==> config.mk <==
export PLATFORM = sky130hd
export DESIGN_NAME = uart_rx
export DESIGN_NICKNAME = d
export VERILOG_FILES = /design/src/rtl/uart_pkg.sv /design/src/rtl/uart_sync.sv /design/src/rtl/uart_rx.sv
export SDC_FILE = /design/constraint.sdc
export NUM_CORES = 1
export LEC_CHECK = 0
export CORE_MARGIN = 8
export CORE_UTILIZATION = 41
export DETAILED_ROUTE_END_ITERATION = 6
export SYNTH_ARGS = -nofsm -noshare
export SYNTH_HDL_FRONTEND = slang
export SYNTH_SLANG_ARGS = --single-unit
==> constraint.sdc <==
create_clock -name clk1 -period 2.9 [get_ports clk1]
set_input_delay 0.58 -clock clk1 [delete_from_list [all_inputs] [get_ports clk1]]
set_output_delay 0.58 -clock clk1 [all_outputs]
set_load 0.05 [all_outputs]
==> src/rtl/uart_pkg.sv <==
`default_nettype none
// ------------------------------------------------------------------
// uart_pkg : shared UART framing constants and receiver FSM encoding
// Rev 1.0
// ------------------------------------------------------------------
package uart_pkg;

  localparam logic START_BIT = 1'b0;
  localparam logic STOP_BIT  = 1'b1;
  localparam int   DATA_BITS = 8;

  typedef enum logic [2:0] {
    ST_IDLE      = 3'd0,
    ST_START     = 3'd1,
    ST_DATA      = 3'd2,
    ST_STOP      = 3'd3,
    ST_WAIT_IDLE = 3'd4
  } rx_state_t;

endpackage
`default_nettype wire

==> src/rtl/uart_sync.sv <==
`default_nettype none
// ------------------------------------------------------------------
// uart_sync : multi-flop synchronizer for the async serial line,
//             resets to the idle (high) level.          Rev 1.0
// ------------------------------------------------------------------
module uart_sync #(
  parameter int SYNC_STAGES = 2
) (
  input  logic clk1,
  input  logic areset,
  input  logic din,
  output logic dout
);

  logic [SYNC_STAGES-1:0] sync_q;

  always_ff @(posedge clk1 or negedge areset) begin
    if (!areset) begin
      sync_q <= '1;
    end else begin
      sync_q <= {sync_q[SYNC_STAGES-2:0], din};
    end
  end

  assign dout = sync_q[SYNC_STAGES-1];

endmodule
`default_nettype wire

==> src/rtl/uart_rx.sv <==
`default_nettype none
// ------------------------------------------------------------------
// uart_rx : 8N1 UART receiver, mid-bit 2-of-3 majority sampling.
// Rev 1.0
// ------------------------------------------------------------------
module uart_rx
  import uart_pkg::*;
#(
  parameter int CLKS_PER_BIT = 16,
  parameter int SYNC_STAGES  = 2
) (
  input  logic                 clk1,
  input  logic                 areset,
  input  logic                 rx_serial,
  output logic [DATA_BITS-1:0] rx_data,
  output logic                 rx_valid,
  output logic                 frame_err,
  output logic                 busy
);

  localparam int TICK_W = $clog2(CLKS_PER_BIT);
  localparam int BIT_W  = $clog2(DATA_BITS);
  localparam int MID    = CLKS_PER_BIT / 2;

  localparam logic [TICK_W-1:0] TICK_LAST = TICK_W'(CLKS_PER_BIT - 1);
  localparam logic [TICK_W-1:0] TICK_S0   = TICK_W'(MID - 1);
  localparam logic [TICK_W-1:0] TICK_S1   = TICK_W'(MID);
  localparam logic [TICK_W-1:0] TICK_DEC  = TICK_W'(MID + 1);
  localparam logic [BIT_W-1:0]  BIT_LAST  = BIT_W'(DATA_BITS - 1);

  logic                 sline;
  logic                 sline_prev;
  rx_state_t            state, state_nxt;
  logic [TICK_W-1:0]    tick, tick_nxt;
  logic [BIT_W-1:0]     bit_idx, bit_idx_nxt;
  logic [1:0]           samp, samp_nxt;
  logic [DATA_BITS-1:0] shreg, shreg_nxt;
  logic [DATA_BITS-1:0] rx_data_nxt;
  logic                 rx_valid_nxt;
  logic                 frame_err_nxt;
  logic                 wrap;
  logic                 decide;
  logic                 maj;

  uart_sync #(
    .SYNC_STAGES(SYNC_STAGES)
  ) u_sync (
    .clk1  (clk1),
    .areset(areset),
    .din   (rx_serial),
    .dout  (sline)
  );

  assign wrap   = (tick == TICK_LAST);
  assign decide = (tick == TICK_DEC);
  // Third vote is the live line at the decision tick.
  assign maj    = (samp[0] & samp[1]) | (samp[0] & sline) | (samp[1] & sline);
  assign busy   = (state != ST_IDLE);

  always_ff @(posedge clk1 or negedge areset) begin
    if (!areset) begin
      state      <= ST_IDLE;
      sline_prev <= 1'b1;
      tick       <= '0;
      bit_idx    <= '0;
      samp       <= '0;
      shreg      <= '0;
      rx_data    <= '0;
      rx_valid   <= 1'b0;
      frame_err  <= 1'b0;
    end else begin
      state      <= state_nxt;
      sline_prev <= sline;
      tick       <= tick_nxt;
      bit_idx    <= bit_idx_nxt;
      samp       <= samp_nxt;
      shreg      <= shreg_nxt;
      rx_data    <= rx_data_nxt;
      rx_valid   <= rx_valid_nxt;
      frame_err  <= frame_err_nxt;
    end
  end

  always_comb begin
    state_nxt     = state;
    tick_nxt      = wrap ? '0 : tick + 1'b1;
    bit_idx_nxt   = bit_idx;
    samp_nxt      = samp;
    shreg_nxt     = shreg;
    rx_data_nxt   = rx_data;
    rx_valid_nxt  = 1'b0;
    frame_err_nxt = 1'b0;

    if (tick == TICK_S0) samp_nxt[0] = sline;
    if (tick == TICK_S1) samp_nxt[1] = sline;

    case (state)
      ST_IDLE: begin
        tick_nxt    = '0;
        bit_idx_nxt = '0;
        if (sline_prev == STOP_BIT && sline == START_BIT) begin
          state_nxt = ST_START;
        end
      end
      ST_START: begin
        if (decide && maj == STOP_BIT) begin
          state_nxt = ST_IDLE;
          tick_nxt  = '0;
        end else if (wrap) begin
          state_nxt = ST_DATA;
        end
      end
      ST_DATA: begin
        if (decide) begin
          shreg_nxt = {maj, shreg[DATA_BITS-1:1]};
        end
        if (wrap) begin
          bit_idx_nxt = bit_idx + 1'b1;
          if (bit_idx == BIT_LAST) begin
            state_nxt   = ST_STOP;
            bit_idx_nxt = '0;
          end
        end
      end
      ST_STOP: begin
        if (decide) begin
          tick_nxt = '0;
          if (maj == STOP_BIT) begin
            rx_data_nxt  = shreg;
            rx_valid_nxt = 1'b1;
            state_nxt    = ST_IDLE;
          end else begin
            frame_err_nxt = 1'b1;
            state_nxt     = ST_WAIT_IDLE;
          end
        end
      end
      ST_WAIT_IDLE: begin
        // A held-low line (break) must go high before a new start is armed.
        tick_nxt = '0;
        if (sline == STOP_BIT) begin
          state_nxt = ST_IDLE;
        end
      end
      default: begin
        state_nxt = ST_IDLE;
        tick_nxt  = '0;
      end
    endcase
  end

endmodule
`default_nettype wire

==> results of run 1 <==
per-layer routing:
| layer | vias to the layer above | GRT usage [%] | share of wire, % |
|---|---|---|---|
| met5 | - | 0 | 0 |
| met4 | 0 | 3.85 | 1.9 |
| met3 | 8 | 5.07 | 6.7 |
| met2 | 18 | 15.6 | 46 |
| met1 | 464 | 10.0 | 46 |
| li1 | 434 | - | - |
layout by cell type, fill, tap and decap left out, drive strengths merged, types with 2 or more instances in the layout:
cell type,instances
dfrtp,30
mux2,17
clkdlybuf4s50,13
inv,6
nor2,6
nand2,6
ha,5
clkbuf,5
a31oi,3
o21ai,3
dfstp,3
a311oi,2
a21oi,2
o2bb2ai,2
a22oi,2
bufinv,2
and3,2
nor3,2
nor4b,2
cells in the mapped netlist, drive strengths merged:
library cell | number | area share (%)
a21o | 1 | 0.50
a21oi | 2 | 0.66
a22o | 1 | 0.58
a22oi | 2 | 1.0
a311oi | 2 | 1.2
a31o | 1 | 0.58
a31oi | 3 | 1.2
and3 | 2 | 0.91
and3b | 1 | 0.66
buf | 6 | 3.4
dfrtp | 30 | 50
dfstp | 3 | 5.2
ha | 5 | 4.2
inv | 6 | 1.5
maj3 | 1 | 0.75
mux2 | 17 | 13
nand2 | 6 | 2.0
nand3 | 1 | 0.33
nand3b | 1 | 0.50
nand4 | 1 | 1.4
nand4b | 1 | 0.58
nor2 | 6 | 2.6
nor3 | 2 | 1.0
nor4b | 2 | 2.2
o211ai | 1 | 0.50
o21ai | 3 | 1.0
o2bb2ai | 2 | 1.2
o31ai | 1 | 0.50
or2 | 1 | 0.42
or3 | 1 | 0.42
xnor2 | 1 | 0.58
sequential cells by signal, summed over array words and instances (netlist names):
| signal | cells |
|---|---|
| rx_data | 8 |
| sline_prev | 1 |
| tick | 4 |
| u_sync.sync_q | 2 |
| frame_err | 1 |
| samp | 2 |
| bit_idx | 3 |
| shreg | 8 |
| rx_valid | 1 |
| state | 3 |
final timing paths:
path	to	slack, ns	cells past startpoint	start
min	u_sync.sync_q[1]	0.36	0	u_sync.sync_q[0]
min reg2reg	u_sync.sync_q[1]	0.36	0	u_sync.sync_q[0]
min in group asynchronous	tick[1]	0.70	2	areset
max	busy	0.42	2	state[1]
max in group asynchronous	sline_prev	1.88	2	areset
max reg2reg	shreg[5]	1.19	6	tick[1]
metrics by stage:
stage	setup WS [ns]	cell area, um2	cells
floorplan	1.21	1510	113
global placement	0.735	1650	169
detailed placement	0.723	1650	169
CTS	0.408	1790	177
global route	0.360	1790	177
finish	0.417	1790	177
power groups by stage:
stage          clock [uW]  combinational, uW  sequential [uW]
2_1_floorplan           0                287              564
5_1_grt               541                322              622
4_1_cts               522                293              605
3_5_place_dp            0                292              613
3_3_place_gp            0                280              607
6_report              509                291              608
area by class of cell:
class,count,area share [%]
Sequential cell,33,46.4
Multi-Input combinational cell,68,33.8
Timing Repair Buffer,14,7.70
Clock buffer,5,3.85
Clock inverter,3,3.64
Tap cell,48,3.36
Inverter,6,1.26
cells by family (layout without fill, tap and decap cells):
logic type	Yosys count	after routing
AO/OA/AOI/OAI	19	19
XOR/XNOR	1	1
adder cells (fa/ha/maj)	6	6
buffers and inverters	12	28
flip-flops	33	33
multiplexers	17	17
AND/OR/NAND/NOR	25	25
==> qor.yml, run 1 <==
critical_path:
  cp_slowest_stage_delay_ns: 0.70
  cp-start-kind: "flop"
  cp_num_buf_inv: 1
  crit_fanout: 11
  critPathSlowestCell: "clkdlybuf4s50_1"
  crit_path_cell_trace: "or3_1 -> clkdlybuf4s50_1"
  cp_data_arrival_time_ns: 1.90
  path_class: "flop to output port"
  endpoint_kind: "output port"
  worstPathRequired_ns: 2.32
  cp_top_family: "buffers and inverters"
timing:
  skew_ns: 0.00322
  slew_violations: 0
  rsz0062_at_grt: "no"
  fin_crit_sh_pct: 85.6
  max_freq_mhz: 403
  tightestPinTransition_ns: 0.501
  slew_headroom_pct: 66.5
  final_hold_viol_count: 0
  fin_crit_ns: 2.48
  hold_slack_ns: 0.356
  setup_violations: 0
  fin_tns_setup_ns: 0
routing:
  vias: 924
  wl_per_cell_um: 14.5
  drt_iter0_markers: 56
  ant_nets: 0
  wl_mm: 2.56
  post_drt_via_cell_ratio: 5.22
  route.detailed.drc: 0
  dr.pass1.iters: 4
floorplanning:
  start_util_pct: 41.8
  io_pins: 14
  die-height_um: 76.6
  die_w_um: 76.6
  dieArea_um2: 5870
  rows: 22
  coreArea_um2: 3610
placement:
  gp_congestion: 0.764
  hpwl_mm: 1.78
  io_buffers: 13
synthesis:
  yosys_warnings: 0
  syn_area_um2: 1510
  synth-compound-area-share_pct: 8.89
  ys_ff_latch: 33
  synth_top_family_by_area: "simple AND/OR/NAND/NOR gates"
  synth_simple_gate_area_share_pct: 13.0
  synthesis.nets: 121
  synth_seq_area_share_pct: 55.1
  synthesis.instances: 113
  yosys.area_share.adder_pct: 4.90
  syn_avg_cell_area_um2: 13.3
  synthMuxAreaShare_pct: 12.7
  ys_types: 38
  synth-xor-area-share_pct: 0.581
power:
  leakagePower_uw: 0.000860
  combPwrFrac_pct: 20.6
  p_clk_share_pct: 36.2
  power_switching_uw: 429
  seq_power_share_pct: 43.2
  ir_worst_vdd_v: 0.000316
  switching_share_pct: 30.5
  internal_power_uw: 979
  total_power_uw: 1410
  power_density_nw_per_um2: 788
cells_and_area:
  syn_to_final_growth_pct: 18.6
  fin_util_pct: 49.5
  drive_gt1_share_pct: 30.2
  num-fill-cells: 317
  layout.area.seq_um2: 830
  multiInputGateArea_um2: 603
  n_antenna_cell: 0
  nets: 136
global_routing:
  grt_max_degree: 34
  grt-ovfl-total: 0
  grt_pass1_wl_mm: 4.55
  grt_antenna_before_repair: 0
  grt_pass1_vias: 990
  grt.total_usage_pct: 9.53
run:
  drv_cap: 0
cts:
  cts_tree: "built"
  cts_buffer_depth: 2
  numClockSinks: 33
  tritoncts.num_buffers: 5
  cts_resized: 0
  clkTransAtPathRegs_ns: 0.07
  cts_setup_buffers: 0
  cts_max_level: 2
  insertion_delay_ns: 0.28
  holdBufCountCts: 0
  root_buffer: "clkbuf_8"
outcome:
  status: "complete, no violations"
worst_hold_path:
  min_path_type: "flop to flop"
Power figures use the tool's default switching activity.
==> run 2: changes to the inputs <==
--- a/config.mk
+++ b/config.mk
@@ -8,6 +8,8 @@
 export CORE_MARGIN = 8
 export CORE_UTILIZATION = 41
 export DETAILED_ROUTE_END_ITERATION = 6
+export DONT_BUFFER_PORTS = 1
+export GPL_TIMING_DRIVEN = 0
 export SYNTH_ARGS = -nofsm -noshare
 export SYNTH_HDL_FRONTEND = slang
 export SYNTH_SLANG_ARGS = --single-unit
==> qor.yml, run 2 (synthesis gave the netlist of run 1 again) <==
placement:
  io_buffers: 0
  gp_congestion: 0.725
  hpwl_mm: 1.73
critical_path:
  worstPathRequired_ns: 2.32
  path_class: "flop to output port"
  cp-startpoint: "state[1]"
  reg2reg_from: "tick[1]"
  cp-start-kind: "flop"
  r2r_slack_ns: 1.19
  r2r_end: "shreg[3]"
  endpoint_kind: "output port"
  cp_data_arrival_time_ns: 1.48
  crit_fanout: 10
  reg2reg_depth: 7
routing:
  wl_mm: 2.57
  wl_per_cell_um: 15.1
  ant_nets: 0
  route.detailed.drc: 0
  post_drt_via_cell_ratio: 5.06
  wl_met2_mm: 1.15
  wl_met1_mm: 1.24
  dr.pass1.iters: 4
  drt_iter0_markers: 44
  met3_length_um: 139
  vias: 860
  highest_layer: "met4"
power:
  combPwrFrac_pct: 26.8
  internal_power_uw: 869
  power_switching_uw: 426
  leakagePower_uw: 0.000836
  switching_share_pct: 32.9
  p_clk_share_pct: 29.2
  ir_worst_vdd_v: 0.000372
  power_density_nw_per_um2: 767
  seq_power_share_pct: 44.0
timing:
  setup_violations: 0
  slew_headroom_pct: 67.3
  skew_ns: 0.00581
  fin_tns_setup_ns: 0
  fin_crit_ns: 2.06
  final_hold_viol_count: 0
  rsz0062_at_grt: "no"
  tightestPinTransition_ns: 0.490
  max_freq_mhz: 486
  slew_violations: 0
  fin_crit_sh_pct: 70.9
cells_and_area:
  n_antenna_cell: 0
  drive_gt1_share_pct: 36.9
  final_cell_mix: "dfrtp_1, mux2_2, clkbuf_8"
  num-fill-cells: 323
  syn_to_final_growth_pct: 12.0
  nets: 129
  reg_top3: "rx_data x8, shreg x8, tick x4"
  mostFrequentLayoutCell: "dfrtp_1"
  fin_util_pct: 46.8
floorplanning:
  rows: 22
  dieArea_um2: 5870
  start_util_pct: 41.8
  io_pins: 14
  die_w_um: 76.6
  die-height_um: 76.6
  coreArea_um2: 3610
global_routing:
  grt.total_usage_pct: 9.64
  grt_antenna_before_repair: 0
  grt_pass1_vias: 902
  grt_pass1_wl_mm: 4.42
  grt_max_degree: 31
  grt-ovfl-total: 0
cts:
  numClockSinks: 33
  tritoncts.num_buffers: 5
  cts_resized: 0
  cts_setup_buffers: 0
  cts_buffer_depth: 2
  root_buffer: "clkbuf_8"
  cts_tree: "built"
  insertion_delay_ns: 0.28
  cts_max_level: 2
  clkTransAtPathRegs_ns: 0.07
  holdBufCountCts: 1
run:
  drv_cap: 0
worst_hold_path:
  min_path_type: "primary input to asynchronous set/reset pin"
outcome:
  status: "complete, no violations"
[run 2: cell count changes in the layout (fill, tap and decap cells not counted)]
cell,delta
clkbuf_8,+2
buf_6,+3
clkdlybuf4s50_1,-13
buf_2,+2
buf_12,+1
bufinv_16,-2
[run 2: per-stage QoR]
stage | area (um2) | power, uW | hold slack [ns] | worst slack [ns] | instances
after global routing | 1690 | 1380 | 0.107 | 0.795 | 170
final | 1690 | 1290 | 0.114 | 0.843 | 170
after global placement | 1570 | 896 | 0.286 | 1.16 | 161
after detailed placement | 1570 | 912 | 0.286 | 1.15 | 161
after floorplan | 1510 | 851 | 0.284 | 1.21 | 113
after CTS | 1690 | 1310 | 0.111 | 0.828 | 170
[run 2: worst max path at each step]
stage | slack (ns) | end | cells after the start
3_3_place_gp | 1.16 | busy | 2
2_1_floorplan | 1.21 | busy | 2
3_5_place_dp | 1.15 | busy | 2
4_1_cts | 0.83 | busy | 2
6_report | 0.84 | busy | 2
5_1_grt | 0.79 | busy | 2
[run 2: power by group through the flow]
stage / Sequential (uW) / Combinational (uW) / Clock, uW
final: 569 / 347 / 378
after CTS: 568 / 349 / 394
after detailed placement: 577 / 335 / 0
after global routing: 575 / 385 / 416
after global placement: 573 / 324 / 0
after floorplan: 564 / 287 / 0
[run 2: worst max-delay path, cell delays in order (launching register included)]
cell     delay, ns
dfrtp_1       0.38
buf_2         0.19
or3_1         0.62
[run 2: layout make-up]
type / instances / area, um2 / area share [%]
multi-input combinational: 68 / 603 / 35.7
clock buffer: 7 / 96.3 / 5.71
buffer: 6 / 51.3 / 3.04
tap: 48 / 60.1 / 3.56
sequential: 33 / 830 / 49.1
inverter: 6 / 22.5 / 1.33
clock inverter: 1 / 5.00 / 0.297
timing repair buffer: 1 / 20.0 / 1.19
[run 2: metal layers]
layer	vias to the layer above	global-route usage (%)
li1	416	-
met4	0	4.42
met3	6	4.95
met1	421	11.5
met2	17	14.0
met5	-	0
==> run 3: changes to the inputs <==
==> constraint.sdc (replaced) <==
create_clock -name clk1 -period 1.8 [get_ports clk1]
set_input_delay 0.36 -clock clk1 [delete_from_list [all_inputs] [get_ports clk1]]
set_output_delay 0.36 -clock clk1 [all_outputs]
set_load 0.05 [all_outputs]
==> qor.yml, run 3 (synthesis gave the netlist of run 1 again) <==
outcome:
  status: "complete, no violations"
critical_path:
  crit_fanout: 10
  cp_top_family: "simple AND/OR/NAND/NOR gates"
  endpoint_kind: "output port"
  path_class: "flop to output port"
  cp_data_arrival_time_ns: 1.36
  crit_path_cell_trace: "buf_2 -> or3_4"
  critPathSlowestCell: "or3_4"
  cp_slowest_stage_delay_ns: 0.50
  cp-start-kind: "flop"
  worstPathRequired_ns: 1.44
  cp_num_buf_inv: 1
routing:
  post_drt_via_cell_ratio: 5.06
  wl_per_cell_um: 14.8
  wl_mm: 2.54
  ant_nets: 0
  dr.pass1.iters: 4
  drt_iter0_markers: 42
  route.detailed.drc: 0
  vias: 865
global_routing:
  grt.total_usage_pct: 9.49
  grt_pass1_vias: 910
  grt_max_degree: 34
  grt_antenna_before_repair: 0
  grt-ovfl-total: 0
  grt_pass1_wl_mm: 4.38
timing:
  final_hold_viol_count: 0
  slew_violations: 0
  fin_crit_ns: 1.72
  setup_violations: 0
  rsz0062_at_grt: "no"
  slew_headroom_pct: 67.6
  fin_crit_sh_pct: 95.4
  fin_tns_setup_ns: 0
  max_freq_mhz: 582
  tightestPinTransition_ns: 0.486
  skew_ns: 0.00387
cells_and_area:
  num-fill-cells: 321
  syn_to_final_growth_pct: 13.0
  mostFrequentLayoutCell: "dfrtp_1"
  n_antenna_cell: 0
  fin_util_pct: 47.2
  drive_gt1_share_pct: 37.4
  reg_top3: "rx_data x8, shreg x8, tick x4"
  final_cell_mix: "dfrtp_1, mux2_2, clkbuf_8"
  nets: 130
floorplanning:
  coreArea_um2: 3610
  die-height_um: 76.6
  start_util_pct: 41.8
  rows: 22
  die_w_um: 76.6
  dieArea_um2: 5870
  io_pins: 14
placement:
  hpwl_mm: 1.73
  io_buffers: 0
  gp_congestion: 0.725
cts:
  numClockSinks: 33
  clkTransAtPathRegs_ns: 0.07
  tritoncts.num_buffers: 5
  cts_max_level: 2
  root_buffer: "clkbuf_8"
  cts_setup_buffers: 0
  cts_buffer_depth: 2
  cts_tree: "built"
  insertion_delay_ns: 0.28
power:
  power_density_nw_per_um2: 1230
  ir_worst_vdd_v: 0.000602
  leakagePower_uw: 0.000841
run:
  drv_cap: 0
worst_hold_path:
  min_path_type: "primary input to flop"
-- run 3: area by class of cell --
cell class / instances / area [um2] / area share [%]
Sequential cell: 33 / 830 / 48.7
Multi-Input combinational cell: 68 / 608 / 35.7
Clock buffer: 7 / 96.3 / 5.66
Tap cell: 48 / 60.1 / 3.53
Buffer: 6 / 51.3 / 3.01
Timing Repair Buffer: 2 / 30.0 / 1.76
Inverter: 6 / 22.5 / 1.32
Clock inverter: 1 / 5.00 / 0.294
-- run 3: where the power goes --
part	total, uW	internal, uW	switching (uW)
registers	917	834	83.4
clock network	604	345	259
logic	575	232	343
-- run 3: metal layers --
| metal | wire [um] | track usage, % | part of all wire (%) | vias to the layer above |
|---|---|---|---|---|
| li1 | - | - | - | 417 |
| met1 | 1150 | 10.8 | 45 | 426 |
| met2 | 1160 | 14.2 | 46 | 16 |
| met3 | 173 | 5.07 | 6.8 | 6 |
| met4 | 43 | 4.42 | 1.7 | 0 |
| met5 | 0 | 0 | 0 | - |
-- run 3: worst register-to-register path, cell delays in order, from the launching register on --
cell and delay [ns]:
dfrtp_1 0.41, inv_1 0.10, ha_1 0.14, and3b_2 0.18, buf_6 0.13, nand2_4 0.08, nor2_8 0.18, mux2_2 0.36
-- run 3: worst paths after layout --
check	start	endpoint	slack, ns	depth (start not counted)
hold reg to reg	u_sync.sync_q[0]	u_sync.sync_q[1]	0.36	0
max in group asynchronous	areset	sline_prev	1.04	2
hold / removal	rx_serial	u_sync.sync_q[0]	0.07	0
setup / recovery	state[1]	busy	0.08	2
min in group asynchronous	areset	tick[2]	0.52	2
setup reg to reg	tick[1]	shreg[3]	0.12	7
-- run 3: through the flow --
stage | power, uW | hold WS [ns] | cells | setup slack [ns] | area, um2
2_1_floorplan | 1370 | 0.0644 | 113 | 0.232 | 1510
3_3_place_gp | 1440 | 0.0657 | 161 | 0.155 | 1570
3_5_place_dp | 1470 | 0.0658 | 161 | 0.128 | 1570
4_1_cts | 2130 | 0.0588 | 171 | 0.0711 | 1700
5_1_grt | 2230 | 0.0505 | 171 | 0.0208 | 1700
6_report | 2100 | 0.0714 | 171 | 0.0831 | 1700
-- run 3: repair_timing --
action	4_1_cts	5_1_grt
pin swaps	0	1
setup endpoints to repair	1	2
gates resized for setup	1	0
hold endpoints to repair	33	0
hold buffers	2	0
